===== config.mk =====
export PLATFORM = sky130hd
export DESIGN_NAME = prog_loader_flat
export DESIGN_NICKNAME = d
export VERILOG_FILES = /design/src/rtl/prog_loader_if.sv /design/src/rtl/prog_loader.sv /design/src/flat_wrapper.sv
export SDC_FILE = /design/constraint.sdc
export NUM_CORES = 1
export LEC_CHECK = 0
export CAP_MARGIN = 20
export CORE_MARGIN = 8
export CORE_UTILIZATION = 41
export CTS_CLUSTER_SIZE = 8
export DETAILED_ROUTE_END_ITERATION = 16
export PLACE_DENSITY = 0.75
export RECOVER_POWER = 25
export SETUP_SLACK_MARGIN = 0.4
export SYNTH_ARGS = -nofsm -noshare
export SYNTH_HDL_FRONTEND = slang
export SYNTH_SLANG_ARGS = --single-unit

===== constraint.sdc =====
create_clock -name clk -period 1.8 [get_ports clk]
set_clock_uncertainty 0.2 [all_clocks]
set_input_delay 0.36 -clock clk [delete_from_list [all_inputs] [get_ports clk]]
set_output_delay 0.36 -clock clk [all_outputs]
set_load 0.05 [all_outputs]

===== src/rtl/prog_loader_if.sv =====
// Byte-stream handshake carrying program bytes into the loader.
// The master offers bytes; the slave (prog_loader) accepts them when in_ready is high.
interface prog_loader_if #(
  parameter int DATA_W = 8
) ();
  logic              in_valid;
  logic [DATA_W-1:0] in_data;
  logic              in_last;
  logic              in_ready;

  modport master (output in_valid, output in_data, output in_last, input in_ready);
  modport slave  (input in_valid, input in_data, input in_last, output in_ready);
endinterface


===== src/rtl/prog_loader.sv =====
// Programming-mode controller: streams program bytes into CPU RAM over the shared bus
// using the MAR-in / RAM-in strobes, then pulses a CPU reset so execution restarts at 0.
module prog_loader #(
  parameter int ADDR_W    = 4,
  parameter int DATA_W    = 8,
  parameter int RST_PULSE = 2
) (
  input  logic              clk,
  input  logic              rst,
  input  logic              load_start,
  input  logic              load_abort,
  prog_loader_if.slave      in_if,
  output logic              prog_mode,
  output logic [DATA_W-1:0] bus_out,
  output logic              bus_oe,
  output logic              mi,
  output logic              ri,
  output logic              cpu_rst,
  output logic [ADDR_W-1:0] addr,
  output logic              busy,
  output logic              done
);

  localparam int CNT_W = (RST_PULSE < 2) ? 1 : $clog2(RST_PULSE + 1);
  localparam logic [ADDR_W-1:0] ADDR_MAX  = {ADDR_W{1'b1}};
  localparam logic [CNT_W-1:0]  CNT_LAST  = CNT_W'(RST_PULSE - 1);

  typedef enum logic [2:0] {
    S_IDLE,
    S_WAIT_BYTE,
    S_ADDR_PH,
    S_DATA_PH,
    S_NEXT,
    S_RELEASE
  } state_t;

  state_t            state, state_nxt;
  logic [DATA_W-1:0] data_reg;
  logic              last_q;
  logic              start_q;
  logic              done_q;
  logic [CNT_W-1:0]  rst_cnt;
  logic              start;

  assign start = load_start & ~start_q;

  // NOTE: sequential state uses non-blocking assignments so every register samples
  // pre-edge values; the reset branch is asynchronous via the sensitivity list.
  always_ff @(posedge clk or posedge rst) begin
    if (rst) state <= S_IDLE;
    else     state <= state_nxt;
  end

  always_comb begin
    // NOTE: default assignment first so no path leaves state_nxt unassigned (no latch).
    state_nxt = state;
    unique case (state)
      S_IDLE:      if (start) state_nxt = S_WAIT_BYTE;
      S_WAIT_BYTE: begin
        if (in_if.in_valid)  state_nxt = S_ADDR_PH;
        else if (load_abort) state_nxt = S_RELEASE;
      end
      S_ADDR_PH:   state_nxt = S_DATA_PH;
      S_DATA_PH:   state_nxt = S_NEXT;
      S_NEXT:      state_nxt = (last_q || addr == ADDR_MAX) ? S_RELEASE : S_WAIT_BYTE;
      S_RELEASE:   if (rst_cnt == CNT_LAST) state_nxt = S_IDLE;
      default:     state_nxt = S_IDLE;
    endcase
  end

  // The write address never wraps: the top address always exits through RELEASE.
  always_ff @(posedge clk or posedge rst) begin
    if (rst) begin
      addr     <= '0;
      data_reg <= '0;
      last_q   <= 1'b0;
      start_q  <= 1'b0;
      done_q   <= 1'b0;
      rst_cnt  <= '0;
    end else begin
      start_q <= load_start;
      done_q  <= (state == S_RELEASE) && (state_nxt == S_IDLE);
      if (state == S_IDLE && start) addr <= '0;
      if (state == S_NEXT && state_nxt == S_WAIT_BYTE) addr <= addr + 1'b1;
      if (state == S_WAIT_BYTE && in_if.in_valid) begin
        data_reg <= in_if.in_data;
        last_q   <= in_if.in_last;
      end
      rst_cnt <= (state == S_RELEASE && state_nxt == S_RELEASE) ? rst_cnt + 1'b1 : '0;
    end
  end

  always_comb begin
    prog_mode      = 1'b0;
    in_if.in_ready = 1'b0;
    bus_out        = '0;
    bus_oe         = 1'b0;
    mi             = 1'b0;
    ri             = 1'b0;
    cpu_rst        = 1'b0;
    busy           = (state != S_IDLE);
    unique case (state)
      S_IDLE: ;
      S_WAIT_BYTE: begin
        prog_mode      = 1'b1;
        in_if.in_ready = 1'b1;
      end
      S_ADDR_PH: begin
        prog_mode = 1'b1;
        bus_out   = DATA_W'(addr);
        bus_oe    = 1'b1;
        mi        = 1'b1;
      end
      S_DATA_PH: begin
        prog_mode = 1'b1;
        bus_out   = data_reg;
        bus_oe    = 1'b1;
        ri        = 1'b1;
      end
      S_NEXT:    prog_mode = 1'b1;
      S_RELEASE: begin
        prog_mode = 1'b1;
        cpu_rst   = 1'b1;
      end
      default: ;
    endcase
  end

  assign done = done_q;

endmodule


===== src/flat_wrapper.sv =====
// flat-port wrapper written by rule: the top's interface ports become plain ports
module prog_loader_flat 
#(
  parameter int ADDR_W    = 4,
  parameter int DATA_W    = 8,
  parameter int RST_PULSE = 2
)
  (clk, rst, load_start, load_abort, prog_mode, bus_out, bus_oe, mi, ri, cpu_rst, addr, busy, done, in_if_in_valid, in_if_in_data, in_if_in_last, in_if_in_ready);
  prog_loader_if #(.DATA_W(DATA_W)) in_if_i ();
  input  logic clk;
  input  logic rst;
  input  logic load_start;
  input  logic load_abort;
  output logic prog_mode;
  output logic [DATA_W-1:0] bus_out;
  output logic bus_oe;
  output logic mi;
  output logic ri;
  output logic cpu_rst;
  output logic [ADDR_W-1:0] addr;
  output logic busy;
  output logic done;
  input wire logic [$bits(in_if_i.in_valid)-1:0] in_if_in_valid;
  input wire logic [$bits(in_if_i.in_data)-1:0] in_if_in_data;
  input wire logic [$bits(in_if_i.in_last)-1:0] in_if_in_last;
  output wire logic [$bits(in_if_i.in_ready)-1:0] in_if_in_ready;
  assign in_if_i.in_valid = in_if_in_valid;
  assign in_if_i.in_data = in_if_in_data;
  assign in_if_i.in_last = in_if_in_last;
  assign in_if_in_ready = in_if_i.in_ready;
  prog_loader #(.ADDR_W(ADDR_W), .DATA_W(DATA_W), .RST_PULSE(RST_PULSE)) u_core (.clk(clk), .rst(rst), .load_start(load_start), .load_abort(load_abort), .in_if(in_if_i), .prog_mode(prog_mode), .bus_out(bus_out), .bus_oe(bus_oe), .mi(mi), .ri(ri), .cpu_rst(cpu_rst), .addr(addr), .busy(busy), .done(done));
endmodule

-- Word-level counts from Yosys, hierarchy flattened
Index checks and enable logic that the tools add are counted.
- $add $sub $neg: 2
- eq/ne operators: 9
- muxes and demuxes: 16
- bitwise gates (word level): 2
- reduce and logical (&&, ||, !) cells: 12
- operator list (cell ; number):
    one-hot mux 3 bit (6 select lines) ; 1
    one-hot mux 8 bit (2 select lines) ; 1
    two-way mux 3 bit ; 5
    == test 3 bit, second input constant ; 3
    two-way mux 4 bit ; 2
    == test 3 x 1 -> 1 bit, second input constant ; 2
    == test 3 x 2 -> 1 bit, second input constant ; 2
    logical NOT 3 bit ; 2
    two-way mux 1 bit ; 6
    logical AND 1 bit ; 5
    OR reduction 5 bit ; 1
    adder 4 x 1 -> 4 bit, second input constant ; 1
    == test 4 bit, second input constant ; 1
    nonzero test 3 bit ; 1
    adder 2 x 1 -> 2 bit, second input constant ; 1
    == test 2 x 1 -> 1 bit, second input constant ; 1
    two-way mux 2 bit ; 1
    nonzero test 2 bit ; 1
    OR reduction 2 bit ; 1
    bitwise AND 1 bit ; 1
    logical OR 1 bit ; 1
    NOT 1 bit ; 1
- register bits: 20
- input port bits: 14
- output and inout bits: 20
- logic and storage cells: 48

-- Longest topological paths before layout
Gate-level depths: netlist of run 1.
- depth in word-level cells: 7
- gate-level depth with buffers: 5
- gate-level depth less buffers: 5

-- Worst setup path after synthesis of run 1
No wires, ideal clock.
- path kind: register to output
- from: reg u_core.state[2]
- to: out bus_out[4]
- arrival: 1932 ps
- required time: 1240 ps
- setup slack: -692 ps
- stages on the path, launching flop included: 5
- path buffers: 1
- cell sequence: dfrtp_1 > buf_4 > nand2b_1 > nor2_1 > and2_1
- longest elaborated chain between the ends: 2
- elaborated cells between the ends (all ways): 3
- classes of those cells: eq/ne: 2; mux: 1
- RTL lines (item ; line ; source):
    start, declared ; prog_loader.sv:37 ; state_t state, state_nxt;
    start signal, assigned ; prog_loader.sv:51 ; else state <= state_nxt;
    == test 3 x 2 -> 1 bit ; prog_loader.sv:102 ; unique case (state)
    one-hot mux 8 bit (2 select lines) * ; prog_loader.sv:102 ;
    end, declared ; flat_wrapper.sv:15 ; output logic [DATA_W-1:0] bus_out;
Every way passes the cells marked *; elsewhere a longest branch is shown, timed or not.

-- Worst setup path in the final report of run 1
- from: reg u_core.state[0]
- to: out mi
- longest elaborated chain between the ends: 2
- RTL lines (item ; line ; source):
    == test 3 x 2 -> 1 bit ; prog_loader.sv:102 ;
    two-way mux 1 bit ; prog_loader.sv:102 ;
    end, declared ; flat_wrapper.sv:17 ; output logic mi;
No other way between the ends.

==> report_table.html, run 1 <==
<table>
<tr><th>Metric</th><th>Value</th></tr>
<tr><th colspan="2">Timing</th></tr>
<tr><td>Worst setup margin</td><td>-0.166 ns</td></tr>
<tr><td>Achievable clock frequency</td><td>509 MHz</td></tr>
<tr><td>Relative slew slack</td><td>0.652</td></tr>
<tr><td>Count of final max-slew check failures</td><td>0</td></tr>
<tr><td>Number of failing setup endpoints in the final timing report</td><td>20</td></tr>
<tr><td>Slew at the pin closest to its max-slew limit</td><td>0.522 ns</td></tr>
<tr><td>Share of the cycle needed by the critical path after routing</td><td>1.09</td></tr>
<tr><td>Unrepaired setup endpoints after global routing</td><td>yes</td></tr>
<tr><td>Number of endpoints with negative hold slack in the final report</td><td>0</td></tr>
<tr><td>Worst hold slack</td><td>0.266 ns</td></tr>
<tr><td>Minimum period implied by the final worst setup slack</td><td>1.97 ns</td></tr>
<tr><th colspan="2">Power</th></tr>
<tr><td>Power spent charging and discharging nets</td><td>1750 uW</td></tr>
<tr><td>Cell-internal power</td><td>2340 uW</td></tr>
<tr><td>Leakage power summed over all cells</td><td>0.000886 uW</td></tr>
<tr><td>Register share of total power</td><td>0.209</td></tr>
<tr><td>Power Dens Cells</td><td>1940 mW/mm^2</td></tr>
<tr><td>Combinational cell fraction of total power</td><td>0.728</td></tr>
<tr><td>Highest ir drop seen on vdd</td><td>1.33 mV</td></tr>
<tr><td>Switching part of the total</td><td>0.428</td></tr>
<tr><td>Share of power burned in the clock network</td><td>0.064</td></tr>
<tr><th colspan="2">Global route</th></tr>
<tr><td>First-pass GRT wire length</td><td>5320 um</td></tr>
<tr><td>Initial antenna violation count</td><td>0</td></tr>
<tr><td>Maximum number of pins on one net before global-route repair</td><td>21</td></tr>
<tr><td>Overflow left after global routing</td><td>0</td></tr>
<tr><td>Total global routing track utilization</td><td>0.153</td></tr>
<tr><td>Number of global-route vias before repair</td><td>1,046</td></tr>
<tr><th colspan="2">Floorplanning</th></tr>
<tr><td>Vert. Die Dim</td><td>67.3 um</td></tr>
<tr><td>Full die area</td><td>0.00453 mm^2</td></tr>
<tr><td>Die width</td><td>67.3 um</td></tr>
<tr><td>Number of rows created at floorplan</td><td>18</td></tr>
<tr><td>Effective utilization at floorplan</td><td>0.436</td></tr>
<tr><td>Top-Level Pins</td><td>34</td></tr>
<tr><td>Area inside the core boundary</td><td>0.00248 mm^2</td></tr>
<tr><th colspan="2">CTS</th></tr>
<tr><td>Clock tree from TritonCTS</td><td>built</td></tr>
<tr><td>Cell at the root of the clock tree</td><td>sky130_fd_sc_hd__clkbuf_4</td></tr>
<tr><td>Buffers from clock root to sink, at most</td><td>2</td></tr>
<tr><td>Number of H-tree levels</td><td>1</td></tr>
<tr><td>Clock buffers created by TritonCTS</td><td>3</td></tr>
<tr><td>Insertion delay of the later-clocked pin in the worst-skew pair</td><td>0.30 ns</td></tr>
<tr><td>Clock transition at path regs</td><td>0.12 ns</td></tr>
<tr><td>Number of sinks on the clock net</td><td>20</td></tr>
<tr><th colspan="2">Route</th></tr>
<tr><td>Drt total wl</td><td>3600 um</td></tr>
<tr><td>Total number of vias</td><td>962</td></tr>
<tr><td>Via density per instance</td><td>5.26</td></tr>
<tr><td>Drt pass-1 iters</td><td>4</td></tr>
<tr><td>Remaining number of nets flagged by the antenna check after routing</td><td>0</td></tr>
<tr><td>DRC marker count from the first detailed-route iteration</td><td>30</td></tr>
<tr><td>Residual DRC count</td><td>0</td></tr>
<tr><td>DR WL/cell</td><td>19.7 um</td></tr>
<tr><th colspan="2">Layout</th></tr>
<tr><td>Diode count</td><td>0</td></tr>
<tr><td>Area growth, synth to finish</td><td>95.1%</td></tr>
<tr><td>Number of flip-flops in the largest register</td><td>8</td></tr>
<tr><td>Post-route cell area</td><td>0.00211 mm^2</td></tr>
<tr><td>Fraction of final layout cells sized beyond drive strength 1</td><td>0.647</td></tr>
<tr><td>Post-layout nets</td><td>170</td></tr>
<tr><th colspan="2">Place</th></tr>
<tr><td>Total placed instance area</td><td>0.00176 mm^2</td></tr>
<tr><td>Detailed Place HPWL</td><td>2020 um</td></tr>
<tr><td>IO Port Bufs</td><td>33</td></tr>
<tr><td>Global placement routability congestion</td><td>0.753</td></tr>
<tr><th colspan="2">Worst setup path</th></tr>
<tr><td>Critical path class</td><td>register to primary output</td></tr>
<tr><td>Highest net fanout along the worst path</td><td>6</td></tr>
<tr><td>Startpoint kind of the worst setup timing path</td><td>register</td></tr>
<tr><td>Data required, critical path</td><td>1.24 ns</td></tr>
<tr><td>Flop-to-flop setup slack</td><td>-0.12 ns</td></tr>
<tr><td>Worst Setup End Kind</td><td>primary output</td></tr>
<tr><td>Arrival time at the worst endpoint</td><td>1.41 ns</td></tr>
<tr><th colspan="2">Yosys</th></tr>
<tr><td>Synth Net Count</td><td>108</td></tr>
<tr><td>Warning count from the yosys run</td><td>0</td></tr>
<tr><td>Avg Cell Area, Syn</td><td>11.7 um^2</td></tr>
<tr><td>Post-synth top flop</td><td>sky130_fd_sc_hd__dfrtp_1</td></tr>
<tr><td>Register area share after synthesis</td><td>0.463</td></tr>
<tr><td>Share of synthesized flip-flops with an asynchronous set or reset</td><td>1.00</td></tr>
<tr><td>Post-synthesis cell count</td><td>92</td></tr>
<tr><td>Yosys cell types</td><td>31</td></tr>
<tr><td>Netlist area before placement</td><td>0.00108 mm^2</td></tr>
<tr><td>EDFF count, synth</td><td>0</td></tr>
<tr><td>Synthesized flop and latch total</td><td>20</td></tr>
<tr><th colspan="2">Outcome</th></tr>
<tr><td>Status</td><td>finished with violations</td></tr>
<tr><td>Failing checks</td><td>setup timing</td></tr>
<tr><th colspan="2">Job</th></tr>
<tr><td>Max-Cap Viols</td><td>0</td></tr>
<tr><th colspan="2">Worst hold path</th></tr>
<tr><td>Hold/Removal Path Class</td><td>register to register</td></tr>
</table>
-- kinds of logic after synthesis --
logic type | synth area share
multiplexers | 0.162
buffers and inverters | 0.0707
XOR/XNOR | 0.00811
AND/OR/NAND/NOR | 0.168
AO/OA/AOI/OAI | 0.104
adder cells (fa/ha/maj) | 0.0232
flip-flops | 0.463
-- path summary, 6_finish.rpt --
kind / start / endpoint / depth (start not counted)
setup / recovery: u_core.state[0] / mi / 5
hold / removal: u_core.rst_cnt[0] / u_core.rst_cnt[0] / 1
setup reg to reg: u_core.state[0] / u_core.addr[1] / 7
hold reg to reg: u_core.rst_cnt[0] / u_core.rst_cnt[0] / 1
max in group asynchronous: rst / u_core.state[1] / 3
min in group asynchronous: rst / u_core.done / 3
-- metrics by stage --
step	power [uW]	util	TNS, ns	std cells	setup slack [ns]
2_1_floorplan	2150	-	-2.41	92	-0.196
3_3_place_gp	2980	0.710	0	163	0.0678
3_5_place_dp	3020	0.710	0	163	0.0539
4_1_cts	3790	0.811	-1.67	179	-0.151
5_1_grt	4260	0.851	-3.34	183	-0.214
6_report	4090	0.851	-2.21	183	-0.166
-- synth_stat cells (all sizes together) (2+ instances only) --
cell type,n,share of area
nand2,2,0.0070
buf,4,0.043
ha,2,0.023
mux2i,4,0.037
and2,5,0.031
nand3,3,0.014
a21o,2,0.014
mux2,9,0.13
a32o,2,0.019
dfrtp,20,0.46
a21oi,2,0.0093
nor2,8,0.028
nor3,4,0.023
nand2b,5,0.029
inv,8,0.028
-- power groups by stage --
stage               clock (uW)  sequential [uW]  combinational (uW)
finish                     260              853                2980
global route               288              871                3100
CTS                        263              819                2700
detailed placement           0              790                2230
global placement             0              789                2190
floorplan                    0              821                1320
-- critical path, cell delays in order, from the launching register on --
cell                      delay (ns)
sky130_fd_sc_hd__dfrtp_2        0.46
sky130_fd_sc_hd__buf_12         0.16
sky130_fd_sc_hd__buf_8          0.12
sky130_fd_sc_hd__buf_6          0.11
sky130_fd_sc_hd__nor2_4         0.11
sky130_fd_sc_hd__buf_12         0.15
-- layout make-up --
type	count	area, um^2
Clock buffer	4	36.3
Tap cell	30	37.5
Multi-Input combinational cell	61	687
Inverter	8	46.3
Timing Repair Buffer	60	791
Sequential cell	20	509
Fill cell	119	370
-- repair_timing --
action                     CTS  global route
hold buffers                 0             0
setup buffers               11             4
pin swaps                   15             9
setup endpoints to repair   36            36
gates resized for setup     33            16
gates cloned                 1             0
-- cells in the final DEF, fill, tap and decap left out, types with 3 or more instances in the layout --
cell and n:
sky130_fd_sc_hd__buf_12 20, sky130_fd_sc_hd__buf_6 14, sky130_fd_sc_hd__dfrtp_1 13, sky130_fd_sc_hd__clkdlybuf4s50_1 11
sky130_fd_sc_hd__buf_4 11, sky130_fd_sc_hd__mux2_4 9, sky130_fd_sc_hd__dfrtp_2 7, sky130_fd_sc_hd__and2_4 6
sky130_fd_sc_hd__nor2_4 6, sky130_fd_sc_hd__mux2i_4 4, sky130_fd_sc_hd__inv_1 4, sky130_fd_sc_hd__nand2b_1 3
sky130_fd_sc_hd__nor3_1 3, sky130_fd_sc_hd__clkbuf_4 3
-- metal layers --
metal / vias to the layer above / GRT usage / wire, um
met3: 6 / 0.0397 / 258
met5: - / 0 / 0
met4: 0 / 0.0470 / 60
met1: 479 / 0.187 / 1480
met2: 38 / 0.257 / 1800
li1: 439 / - / -
Note: power is estimated with default switching activity, not from simulation.
==> inputs of run 2 (changes only) <==
--- a/config.mk
+++ b/config.mk
@@ -8,6 +8,7 @@
 export CAP_MARGIN = 20
 export CORE_MARGIN = 8
 export CORE_UTILIZATION = 41
+export CTS_CLUSTER_DIAMETER = 60
 export CTS_CLUSTER_SIZE = 8
 export DETAILED_ROUTE_END_ITERATION = 16
 export PLACE_DENSITY = 0.75
==> results of run 2 <==
No change in the layout: final DEF, timing and power equal those of run 1.
